`src/rtl/axil_reg_slave.sv`:
```
// AXI-lite register slave: NUM_REGS 32-bit registers at BASE_ADDR with byte strobes,
// read-only status registers sourced from reg_in, and independent single-outstanding read/write paths.
module axil_reg_slave #(
    parameter int unsigned         NUM_REGS  = 16,
    parameter logic [31:0]         BASE_ADDR = 32'h0001_0000,
    parameter logic [NUM_REGS-1:0] RO_MASK   = '0
) (
    input  logic                     clk,
    input  logic                     rstf,

    input  logic [31:0]              s_axi_awaddr,
    input  logic [2:0]               s_axi_awprot,
    input  logic                     s_axi_awvalid,
    output logic                     s_axi_awready,
    input  logic [31:0]              s_axi_wdata,
    input  logic [3:0]               s_axi_wstrb,
    input  logic                     s_axi_wvalid,
    output logic                     s_axi_wready,
    output logic [1:0]               s_axi_bresp,
    output logic                     s_axi_bvalid,
    input  logic                     s_axi_bready,

    input  logic [31:0]              s_axi_araddr,
    input  logic [2:0]               s_axi_arprot,
    input  logic                     s_axi_arvalid,
    output logic                     s_axi_arready,
    output logic [31:0]              s_axi_rdata,
    output logic [1:0]               s_axi_rresp,
    output logic                     s_axi_rvalid,
    input  logic                     s_axi_rready,

    output logic [NUM_REGS*32-1:0]   reg_out,
    input  logic [NUM_REGS*32-1:0]   reg_in,
    output logic [NUM_REGS-1:0]      reg_wr_pulse
);

    localparam int unsigned IDX_W  = $clog2(NUM_REGS);
    localparam logic [31:0] SPAN   = 32'(NUM_REGS * 4);
    localparam logic [1:0]  OKAY   = 2'b00;
    localparam logic [1:0]  SLVERR = 2'b10;

    logic [NUM_REGS-1:0][31:0] regs_q;

    // Write-path state
    logic                aw_full_q, aw_full_d;
    logic                w_full_q, w_full_d;
    logic [31:0]         awaddr_q, awaddr_d;
    logic [31:0]         wdata_q, wdata_d;
    logic [3:0]          wstrb_q, wstrb_d;
    logic                bvalid_q, bvalid_d;
    logic [1:0]          bresp_q, bresp_d;
    logic [NUM_REGS-1:0] pulse_q, pulse_d;

    // Read-path state
    logic                rvalid_q, rvalid_d;
    logic [31:0]         rdata_q, rdata_d;
    logic [1:0]          rresp_q, rresp_d;

    logic                aw_hs, w_hs, ar_hs, commit;
    logic [31:0]         wr_addr, wr_data, wr_off;
    logic [3:0]          wr_strb;
    logic [IDX_W-1:0]    wr_idx;
    logic                wr_ok;
    logic [NUM_REGS-1:0] wr_en;
    logic [31:0]         rd_off, rd_word;
    logic [IDX_W-1:0]    rd_idx;
    logic                rd_hit;

    // The protection attributes carry no meaning for a flat register file.
    logic unused_prot;
    assign unused_prot = ^{s_axi_awprot, s_axi_arprot};

    assign s_axi_awready = ~aw_full_q & ~bvalid_q;
    assign s_axi_wready  = ~w_full_q & ~bvalid_q;
    assign s_axi_arready = ~rvalid_q;

    assign aw_hs  = s_axi_awvalid & s_axi_awready;
    assign w_hs   = s_axi_wvalid & s_axi_wready;
    assign ar_hs  = s_axi_arvalid & s_axi_arready;
    assign commit = (aw_full_q | aw_hs) & (w_full_q | w_hs);

    // Address and data may come from the holding registers or straight off the bus.
    assign wr_addr = aw_full_q ? awaddr_q : s_axi_awaddr;
    assign wr_data = w_full_q ? wdata_q : s_axi_wdata;
    assign wr_strb = w_full_q ? wstrb_q : s_axi_wstrb;
    assign wr_off  = wr_addr - BASE_ADDR;
    assign wr_idx  = wr_off[IDX_W+1:2];
    assign wr_ok   = (wr_off < SPAN) & ~RO_MASK[wr_idx];

    // NOTE: every variable assigned in always_comb gets a default first, so no latch is inferred.
    always_comb begin
        wr_en = '0;
        if (commit && wr_ok) begin
            wr_en[wr_idx] = 1'b1;
        end
    end

    always_comb begin
        aw_full_d = aw_full_q;
        awaddr_d  = awaddr_q;
        w_full_d  = w_full_q;
        wdata_d   = wdata_q;
        wstrb_d   = wstrb_q;
        bvalid_d  = bvalid_q;
        bresp_d   = bresp_q;
        pulse_d   = wr_en;

        if (aw_hs) begin
            aw_full_d = 1'b1;
            awaddr_d  = s_axi_awaddr;
        end
        if (w_hs) begin
            w_full_d = 1'b1;
            wdata_d  = s_axi_wdata;
            wstrb_d  = s_axi_wstrb;
        end

        if (commit) begin
            aw_full_d = 1'b0;
            w_full_d  = 1'b0;
            bvalid_d  = 1'b1;
            bresp_d   = wr_ok ? OKAY : SLVERR;
        end else if (bvalid_q && s_axi_bready) begin
            bvalid_d = 1'b0;
        end
    end

    // NOTE: sequential state is updated only with non-blocking assignments.
    always_ff @(posedge clk or negedge rstf) begin
        if (!rstf) begin
            aw_full_q <= 1'b0;
            awaddr_q  <= '0;
            w_full_q  <= 1'b0;
            wdata_q   <= '0;
            wstrb_q   <= '0;
            bvalid_q  <= 1'b0;
            bresp_q   <= OKAY;
            pulse_q   <= '0;
        end else begin
            aw_full_q <= aw_full_d;
            awaddr_q  <= awaddr_d;
            w_full_q  <= w_full_d;
            wdata_q   <= wdata_d;
            wstrb_q   <= wstrb_d;
            bvalid_q  <= bvalid_d;
            bresp_q   <= bresp_d;
            pulse_q   <= pulse_d;
        end
    end

    // NOTE: the register file is built from flops, not RAM, so it is reset like any other state.
    // Read-only entries are never enabled and therefore remain constant zero.
    always_ff @(posedge clk or negedge rstf) begin
        if (!rstf) begin
            regs_q <= '0;
        end else begin
            for (int i = 0; i < NUM_REGS; i++) begin
                if (wr_en[i]) begin
                    for (int k = 0; k < 4; k++) begin
                        if (wr_strb[k]) begin
                            regs_q[i][8*k +: 8] <= wr_data[8*k +: 8];
                        end
                    end
                end
            end
        end
    end

    assign rd_off = s_axi_araddr - BASE_ADDR;
    assign rd_idx = rd_off[IDX_W+1:2];
    assign rd_hit = rd_off < SPAN;

    always_comb begin
        rd_word = regs_q[rd_idx];
        if (RO_MASK[rd_idx]) begin
            rd_word = reg_in[{rd_idx, 5'd0} +: 32];
        end
    end

    always_comb begin
        rvalid_d = rvalid_q;
        rdata_d  = rdata_q;
        rresp_d  = rresp_q;
        if (ar_hs) begin
            rvalid_d = 1'b1;
            rdata_d  = rd_hit ? rd_word : 32'h0;
            rresp_d  = rd_hit ? OKAY : SLVERR;
        end else if (rvalid_q && s_axi_rready) begin
            rvalid_d = 1'b0;
        end
    end

    always_ff @(posedge clk or negedge rstf) begin
        if (!rstf) begin
            rvalid_q <= 1'b0;
            rdata_q  <= '0;
            rresp_q  <= OKAY;
        end else begin
            rvalid_q <= rvalid_d;
            rdata_q  <= rdata_d;
            rresp_q  <= rresp_d;
        end
    end

    always_comb begin
        reg_out = '0;
        for (int i = 0; i < NUM_REGS; i++) begin
            if (!RO_MASK[i]) begin
                reg_out[32*i +: 32] = regs_q[i];
            end
        end
    end

    assign s_axi_bvalid = bvalid_q;
    assign s_axi_bresp  = bresp_q;
    assign s_axi_rvalid = rvalid_q;
    assign s_axi_rdata  = rdata_q;
    assign s_axi_rresp  = rresp_q;
    assign reg_wr_pulse = pulse_q;

endmodule

```
`config.mk`:
```
export PLATFORM = sky130hd
export DESIGN_NAME = axil_reg_slave
export DESIGN_NICKNAME = d
export VERILOG_FILES = /design/src/rtl/axil_reg_slave.sv
export SDC_FILE = /design/constraint.sdc
export NUM_CORES = 1
export LEC_CHECK = 0
export CAP_MARGIN = 20
export CORE_AREA = 2 2 468 470
export DETAILED_ROUTE_END_ITERATION = 7
export DIE_AREA = 0 0 470 472
export PLACE_DENSITY = 0.38
export SLEW_MARGIN = 40
export SYNTH_ARGS = -nofsm -noshare
export SYNTH_HDL_FRONTEND = slang
export SYNTH_SLANG_ARGS = --single-unit
```
`constraint.sdc`:
```
create_clock -name clk -period 5.7 [get_ports clk]
set_input_delay 1.14 -clock clk [delete_from_list [all_inputs] [get_ports clk]]
set_output_delay 1.14 -clock clk [all_outputs]
set_load 0.005 [all_outputs]
```
==> out/metrics.csv <==
metric,value,unit
post-detailed-placement half-perimeter wirelength,114.7,mm
H-Tree Level Count,3,
Worst Setup SP,s_axi_awaddr[24],
Worst EP required,6290,ps
Placed Cells,5333,
register area share after synthesis,55.17,%
vias per cell,3.706,
Max-cap violations,0,
cts repair resizes,0,
setup_tns,0,ps
"worst slack, placed",826.7,ps
Post-Layout Cell Count,5504,
"EDFF count, synth",0,
# hold bufs at CTS,0,
core area,216500,sq um
gpl congestion,0.7574,
Synth Flop Type,dfrtp_1,
Die W,470,um
Syn Area/Cell,15.64,sq um
cts bufs inserted,86,
final hold vios,0,
antenna-violating nets left,0,
Clock Sink Count,632,
postcts setup bufs,0,
CP Launch Type,primary input,
via count,20400,
initial antenna violation count,35,
Synth async-reset ratio,100.0,%
worst setup slack after layout,1496,ps
"Cell Chain, Critical Path",clkdlybuf4s50_1 > nor4_1 > o22ai_1 > o31a_1 > a2111oi_4 > buf_12 > o2111ai_1 > buf_4 > mux2_2,
CP max stage cell,o2111ai_1,
Slew HR,43.99,%
combinational fraction of design power,18.3,%
hold crit path type,primary input to async pin,
Starting Density,13.24,%
crit end category,flip-flop,
drt first-iter violations,1053,
clk_skew,48.87,ps
Worst EP arrival,4790,ps
first-pass GRT wire length,203.6,mm
DRC Markers,0,
Post-Syn Area,28670,sq um
Static Leakage,17.77,nW
Syn Inst Count,1833,
Max clock buf depth,3,
Power Dens Cells,296.7,nW/um^2
vias in the first global route,21340,
total track usage,13.39,%
Initial DRT Pass Iterations,5,
Int Pwr,8.534,mW
RSZ-0062 raised after global routing,no,
CP Class,primary input to flip-flop,
CP max stage delay,530,ps
"IR drop worst, VDD",212.2,uV
DR WL/cell,27.54,um
largest net degree at the start of global routing,118,
Pins Over Slew Limit,0,
Skew-Pair Late Insertion Delay,730,ps
final core occ,19.65,%
Finish-stage setup viols,0,
final period utilization,73.76,%
Clock Root Buffer,clkbuf_16,
Clock power frac,42.5,%
Worst-path clk slew,60,ps
maximum clock rate,0.2378,GHz
Area Overhead vs Synth,48.39,%
Tmin final,4204,ps
most frequent cells in the layout,"clkdlybuf4s50_1 (664), dfrtp_1 (631), mux2_2 (608), mux4_2 (160), clkbuf_16 (87)",
Die H,472,um
# rows,171,
CTS tree,done,
sw frac,32.39,%
status,"complete, no violations",
NumNets Final,3192,
origin of the critical flop-to-flop path,aw_full_q,
Sequential Power Share,39.3,%
switching power,4.089,mW
register bit count reported by yosys,632,
Routed WL,151.6,mm
layout cells sized above 1,39.75,%
Yosys warnings,0,
Crit Path Max Fanout,69,
Die Footprint,221800,sq um
"Distinct cells, synth",49,
IO Pins,1194,
GR Overflow Total,0,
"most common cell after layout, fill and taps aside",clkdlybuf4s50_1,
# port buffers,669,
worst-margin pin slew,840.2,ps
-- synthesized netlist by cell type, types with 3 or more instances --
master | n | share of area [%]
a21oi_1 | 5 | 0.087
and3_1 | 3 | 0.065
buf_1 | 21 | 0.27
buf_2 | 10 | 0.17
clkbuf_1 | 85 | 1.1
dfrtp_1 | 632 | 55
inv_1 | 39 | 0.51
mux2_2 | 608 | 24
mux2i_1 | 5 | 0.17
mux4_2 | 160 | 13
nand2_1 | 37 | 0.48
nor2_1 | 43 | 0.56
nor3_1 | 12 | 0.21
nor4_1 | 13 | 0.28
nor4b_1 | 4 | 0.12
o2111ai_1 | 55 | 1.7
o2111ai_2 | 10 | 0.52
o211ai_1 | 5 | 0.13
o21ai_0 | 40 | 0.70
o31a_1 | 4 | 0.12
xor2_1 | 5 | 0.15
-- worst paths after layout --
| check | to | slack (ps) | cells after the start |
|---|---|---|---|
| max | reg_out[264] | 1500 | 9 |
| min | reg_wr_pulse[7] | 360 | 1 |
| max reg2reg | reg_out[264] | 1700 | 8 |
| min reg2reg | s_axi_rdata[2] | 480 | 2 |
| max in group asynchronous | reg_out[498] | 4030 | 2 |
| min in group clk | s_axi_rdata[2] | 480 | 2 |
-- cells by family after synthesis --
kind of cell	count (synthesis)	synth area share, %
simple gates	127	2.073
other cells	1	0.01308
compound gates	136	3.788
buf+inv	159	2.178
flops	632	55.17
mux	773	36.63
xor+xnor	5	0.1528
-- registers in the layout, indices dropped and copies added (netlist names) --
register      count
reg_wr_pulse     16
s_axi_bvalid      1
aw_full_q         1
s_axi_bresp       1
awaddr_q         30
wstrb_q           4
s_axi_rresp       1
w_full_q          1
wdata_q          32
s_axi_rdata      32
reg_out         512
s_axi_rvalid      1
-- critical path, delay by kind of cell --
family / cells / cell delay, ps
simple gates: 1 / 400
compound gates: 4 / 1630
buf+inv: 3 / 1180
mux: 1 / 280
-- metal layers --
layer,up-vias,share of wire [%],GRT usage [%]
met5,-,0.074,0
met4,16,2.6,3.804
met3,164,9.5,5.579
met2,804,43,19.73
met1,10870,45,17.77
li1,8544,-,-
-- final cells by class --
cell class | instances | area (sq um)
well taps | 2854 | 3571
inverters | 40 | 150.1
flip-flops and latches | 632 | 15820
diodes | 16 | 40.04
fillers | 23390 | 174000
multi-input cells | 1043 | 12670
repair buffers | 764 | 7556
clock buffers | 124 | 2446
clock inverters | 31 | 291.5
-- power groups by stage --
stage	registers, mW	logic [mW]	clock network (mW)
floorplan	4.93	1.24	0
global placement	5.03	2.30	0
detailed placement	5.04	2.39	0
CTS	4.96	2.39	5.60
global route	4.99	2.51	5.75
finish	4.96	2.31	5.36
-- per-stage QoR --
| step | hold slack, ps | power (mW) | area [sq um] |
|---|---|---|---|
| finish | 361.6 | 12.62 | 42540 |
| global route | 383.7 | 13.26 | 42510 |
| CTS | 342.5 | 12.95 | 42490 |
| detailed placement | 472.8 | 7.425 | 39760 |
| global placement | 464.5 | 7.328 | 39460 |
| floorplan | 473.3 | 6.168 | 28670 |
No activity file was read; power rests on OpenSTA's default activity.
